File: config.mk
export PLATFORM = sky130hd
export DESIGN_NAME = top_commutation
export DESIGN_NICKNAME = d
export VERILOG_FILES = /design/src/rtl/top_commutation.sv
export SDC_FILE = /design/constraint.sdc
export NUM_CORES = 1
export LEC_CHECK = 0
export CAP_MARGIN = 20
export CORE_MARGIN = 1
export CORE_UTILIZATION = 45
export CTS_CLUSTER_DIAMETER = 50
export CTS_CLUSTER_SIZE = 12
export DETAILED_ROUTE_END_ITERATION = 10
export GPL_TIMING_DRIVEN = 0
export RECOVER_POWER = 50
export SETUP_SLACK_MARGIN = 0.4
export SYNTH_ARGS = -nofsm -noshare
export SYNTH_HDL_FRONTEND = slang
export SYNTH_SLANG_ARGS = --single-unit
export TNS_END_PERCENT = 100
File: constraint.sdc
create_clock -name clk -period 2.21 [get_ports clk]
set_input_delay 0.442 -clock clk [delete_from_list [all_inputs] [get_ports clk]]
set_output_delay 0.442 -clock clk [all_outputs]
set_load 0.1 [all_outputs]
File: src/rtl/top_commutation.sv
// Four-step current-direction commutation controller for a 3x3 matrix converter.
// Three independent per-output sequencers drive 18 registered gate signals.
// Optional feature macro: SHORT_LATCH_EN (sticky short fault, cleared only by rst).
module top_commutation #(
    parameter int unsigned STEP_CYCLES = 50
) (
    input  logic        clk,
    input  logic        rst,
    input  logic        start,
    input  logic        short,
    input  logic [2:0]  CurrentSign,
    input  logic [5:0]  DesiredLoad,
    output logic [17:0] Sout
);

    localparam int unsigned CNT_W = (STEP_CYCLES > 1) ? $clog2(STEP_CYCLES) : 1;
    localparam logic [CNT_W-1:0] CNT_LAST = CNT_W'(STEP_CYCLES - 1);
    localparam logic [1:0] NUL = 2'b00;

    typedef enum logic [2:0] {STEADY, S1, S2, S3, S4} state_t;

    // Place a device pair on the cell of the selected input; NUL places nothing.
    function automatic logic [5:0] place(input logic [1:0] sel, input logic [1:0] pair);
        logic [5:0] r;
        r = 6'b000000;
        case (sel)
            2'b01:   r = {pair, 4'b0000};
            2'b10:   r = {2'b00, pair, 2'b00};
            2'b11:   r = {4'b0000, pair};
            default: r = 6'b000000;
        endcase
        return r;
    endfunction

    // Gate pattern of one output group for a given step.
    function automatic logic [5:0] pattern(input state_t st, input logic [1:0] cur,
                                           input logic [1:0] tgt, input logic sg);
        logic [1:0] cond;
        logic [5:0] r;
        cond = sg ? 2'b10 : 2'b01;
        case (st)
            S1:      r = place(cur, cond);
            S2:      r = place(cur, cond) | place(tgt, cond);
            S3:      r = place(tgt, cond);
            S4:      r = place(tgt, 2'b11);
            default: r = place(cur, 2'b11);
        endcase
        return r;
    endfunction

    // Step order within a commutation.
    function automatic state_t next_step(input state_t st);
        state_t r;
        case (st)
            S1:      r = S2;
            S2:      r = S3;
            S3:      r = S4;
            default: r = STEADY;
        endcase
        return r;
    endfunction

    logic kill;

`ifdef SHORT_LATCH_EN
    logic fault_q;

    // Sticky fault flag: set by a sampled short, cleared only by reset.
    always_ff @(posedge clk) begin
        if (rst) begin
            fault_q <= 1'b0;
        end else if (short) begin
            fault_q <= 1'b1;
        end
    end

    assign kill = short | fault_q;
`else
    assign kill = short;
`endif

    for (genvar g = 0; g < 3; g++) begin : g_seq
        localparam int FI = 2 - g;

        state_t           state_q;
        logic [1:0]       cur_q;
        logic [1:0]       tgt_q;
        logic             sg_q;
        logic [CNT_W-1:0] cnt_q;
        logic [5:0]       grp_q;
        logic [1:0]       eff_c;
        logic             sign_c;

        assign eff_c  = start ? DesiredLoad[2*FI +: 2] : NUL;
        assign sign_c = CurrentSign[FI];
        assign Sout[6*FI +: 6] = grp_q;

        // Per-output sequencer; the gate group is registered from the post-edge state.
        always_ff @(posedge clk) begin
            if (rst || kill) begin
                state_q <= STEADY;
                cur_q   <= NUL;
                tgt_q   <= NUL;
                sg_q    <= 1'b0;
                cnt_q   <= '0;
                grp_q   <= 6'b000000;
            end else begin
                case (state_q)
                    STEADY: begin
                        cnt_q <= '0;
                        if (eff_c != cur_q) begin
                            state_q <= S1;
                            tgt_q   <= eff_c;
                            sg_q    <= sign_c;
                            grp_q   <= pattern(S1, cur_q, eff_c, sign_c);
                        end else begin
                            grp_q   <= pattern(STEADY, cur_q, tgt_q, sg_q);
                        end
                    end
                    default: begin
                        if (cnt_q == CNT_LAST) begin
                            cnt_q   <= '0;
                            state_q <= next_step(state_q);
                            if (state_q == S4) begin
                                cur_q <= tgt_q;
                                grp_q <= pattern(STEADY, tgt_q, tgt_q, sg_q);
                            end else begin
                                grp_q <= pattern(next_step(state_q), cur_q, tgt_q, sg_q);
                            end
                        end else begin
                            cnt_q <= cnt_q + CNT_W'(1);
                        end
                    end
                endcase
            end
        end
    end

endmodule

==> results of run 1 <==
-- per-stage QoR --
| stage | instances | hold WS [ps] |
|---|---|---|
| after global placement | 570 | 446 |
| after CTS | 586 | 472 |
| after detailed placement | 570 | 455 |
| after floorplan | 441 | 429 |
| after global routing | 588 | 497 |
| final | 588 | 462 |
-- cell type report --
type,count,area share [%]
Buffer,27,3.19
Clock buffer,9,2.98
Clock inverter,7,2.98
Inverter,13,1.17
Multi-Input combinational cell,341,49.9
Sequential cell,60,28.9
Tap cell,99,2.98
Timing Repair Buffer,32,7.97
-- state kept, by name, summed over array words and instances (netlist names) --
| register | count |
|---|---|
| g_seq.cnt_q | 18 |
| g_seq.cur_q | 6 |
| g_seq.grp_q | 18 |
| g_seq.sg_q | 3 |
| g_seq.state_q | 9 |
| g_seq.tgt_q | 6 |
-- cells by family (layout without fill, tap and decap cells) --
| logic type | after synthesis | count (layout) | synth area share, % |
|---|---|---|---|
| and+or+nand+nor | 197 | 197 | 28.7 |
| xor gates and xnor gates | 15 | 15 | 3.83 |
| buffers and inverters | 40 | 88 | 5.10 |
| AOI/OAI and AO/OA | 112 | 112 | 22.0 |
| muxes | 11 | 11 | 3.24 |
| DFF | 60 | 60 | 35.0 |
| adders and majority gates | 6 | 6 | 2.19 |
-- power by group --
part	total, W	leakage, nW	internal (W)	switching (W)
Sequential	0.00110	0.484	0.00109	0.00000915
Combinational	0.000203	0.869	0.0000736	0.000130
Clock	0.00123	0.120	0.000756	0.000474
-- cell usage after synthesis, drive strengths merged, types with 7 or more instances --
library cell,number,area share [%]
inv,13,1.4
xor2,8,2.0
xnor2,7,1.8
nor2b,8,1.5
dfxtp,60,35
buf,10,1.8
a31oi,11,2.0
nand2,51,5.6
o21ai,29,4.3
nand3,32,4.7
nor2,53,5.9
clkbuf,17,1.9
a21oi,26,3.8
mux2i,10,2.9
and3,8,1.6
-- routing by layer --
metal	routed length, um	vias to the layer above
met5	0	-
met4	128	0
met3	523	14
met2	4060	124
met1	4100	1561
li1	-	1670
-- how the worst max path moves through the flow --
stage / cells after the start / to / start
5_1_grt: 6 / g_seq[2].grp_q[5] / short
2_1_floorplan: 4 / g_seq[1].grp_q[0] / short
4_1_cts: 1 / Sout[3] / g_seq[2].grp_q[3]
3_5_place_dp: 6 / g_seq[0].cur_q[1] / short
3_3_place_gp: 6 / g_seq[1].state_q[1] / short
6_report: 6 / g_seq[2].grp_q[5] / short
-- worst max-delay path, cell delays in order --
cell and delay [ps]:
dlygate4sd3_1 550, nor2_1 210, clkbuf_2 310, clkbuf_2 340, o21ai_0 140, a31oi_1 150
-- repair_timing --
item | 4_1_cts | 5_1_grt
gates resized for setup | 61 | 11
setup endpoints to repair | 55 | 24
buffers inserted | 0 | 2
pin swaps | 0 | 2
cloned | 0 | 0
==> summary.md, run 1 <==
| Metric | Value |
|---|---|
| Status | `finished clean` |
| Detailed placement HPWL | `roughly 6200 um` |
| Clock Sinks | `60` |
| RSZ-0062 raised after global routing | `no` |
| Power per cell area | `about 600 nW/um^2` |
| Worst-margin pin slew | `557 ps` |
| R2r setup slk | `about 420 ps` |
| WP data required | `2480 ps` |
| Critical path type | `in2reg` |
| Max VDD drop | `between 0.3 and 0.4 mV` |
| Congestion Overflow GR | `0` |
| Die height | `89.4 um` |
| Sequential Area | `~1200 um^2` |
| Total CTS buffers | `9` |
| Worst Path Max Fanout | `10` |
| GRT Overall Usage | `23.6%` |
| I/O pin count | `31` |
| Setup ws final | `~330 ps` |
| DRC viols | `0` |
| Clock transition at the registers of the reported paths | `70 ps` |
| Fill count | `between 600 and 700` |
| Mapped Cells | `~440` |
| Clock Path Buffers | `2` |
| R2R Path Start | `g_seq[0].cnt_q[4]` |
| Post-route cell area | `roughly 4200 um^2` |
| Die X | `approximately 90 um` |
| Relative slew slack | `a little over three fifths` |
| Hold wc startpoint | `g_seq[0].cnt_q[0]` |
| Met3 Usage GRT | `under 10%` |
| FF-to-FF End | `g_seq[0].state_q[2]` |
| Post-layout min period | `roughly 1900 ps` |
| Final core occ | `between 50 and 60%` |
| Area growth syn-to-layout | `21.2%` |
| Most frequent cells in the layout | `60 x dfxtp_1, 51 x nor2_1, 50 x nand2_1` |
| Iteration-0 DRC Markers | `between 200 and 250` |
| Total iterations of the first detailed-routing run | `5` |
| Root Driver | `clkbuf_8` |
| Commonest non-fill, non-tap cell in the layout | `dfxtp_1` |
| Core region area | `~7300 um^2` |
| Cts hold-fix bufs | `0` |
| I/O Buffers | `30` |
| Via-to-Cell Ratio | `between 5 and 6` |
| Clock Skew | `7.67 ps` |
| Routed length per instance | `approximately 15 um` |
| GPL Wtd Cong | `0.899` |
| Final Max Tran Viols | `0` |
| Netlist cell types | `63` |
| Syn Std Cell Area | `between 3000 and 4000 um^2` |
| Crit path DAT | `~2200 ps` |
| Mean Syn Cell Area | `slightly below 8 um^2` |
| Ys flop type | `dfxtp_1` |
| Place WS | `-397 ps` |
| Met2 Use GR | `approximately 38%` |
| WL final | `between 8000 and 9000 um` |
| DR vias | `3369` |
| Max Clk Rate | `531 MHz` |
| Final ANT Viol Nets | `0` |
| Tot Pwr | `about 0.0025 W` |
| Full die area | `~8000 um^2` |
| Starting Density | `a little under half` |
| Final nets | `between 500 and 600` |
| Worst Hold Depth | `1` |
| Setup violators final | `0` |
| Num rows | `31` |
| Fin. Hold Viols | `0` |
| R2R depth | `5` |
| Diode count | `0` |
| Worst skew pair latency | `340 ps` |
| Startpoint Class | `input pin` |
| Placed cell area | `~3900 um^2` |
| Multi-input logic area | `slightly above 2000 um^2` |
| Layout cells sized above 1 | `15.3%` |
| Vias in the first global route | `around 3000` |
| Leak | `about 1.5 nW` |
| Maxcap violations | `0` |
| First-pass GRT wire length | `between 10000 and 15000 um` |
| FF+latch count, synth | `60` |
| Number of flops mapped to enable cells by yosys | `0` |
| Most Crowded Layer GR | `met2` |
| Sequential element share of the synthesized area | `between 30% and 40%` |
| Yosys warnings | `0` |
| TritonCTS clock tree | `built` |
| Syn Nets | `460` |
| H-tree depth | `3` |
| Fin crit share | `a little under nine tenths` |
| Setup tns final | `0 ps` |
| WHS Endpoint | `g_seq[0].cnt_q[0]` |
| Initial antenna violation count | `0` |
| Largest net degree at the start of global routing | `13` |
| Worst hold path type | `reg2reg` |
| GRT met1 Usage | `slightly above 30%` |
| Fraction of registers with async set/reset | `0%` |
| CP Capture Type | `register` |
Note: power is estimated with default switching activity, not from simulation.
==> run 2: changes to the inputs <==
--- a/config.mk
+++ b/config.mk
@@ -5,6 +5,7 @@
 export SDC_FILE = /design/constraint.sdc
 export NUM_CORES = 1
 export LEC_CHECK = 0
+export ABC_CLOCK_PERIOD_IN_PS = 2210
 export CAP_MARGIN = 20
 export CORE_MARGIN = 1
 export CORE_UTILIZATION = 45
==> results of run 2 <==
The final DEF is identical to that of run 1; final timing and power are the same.
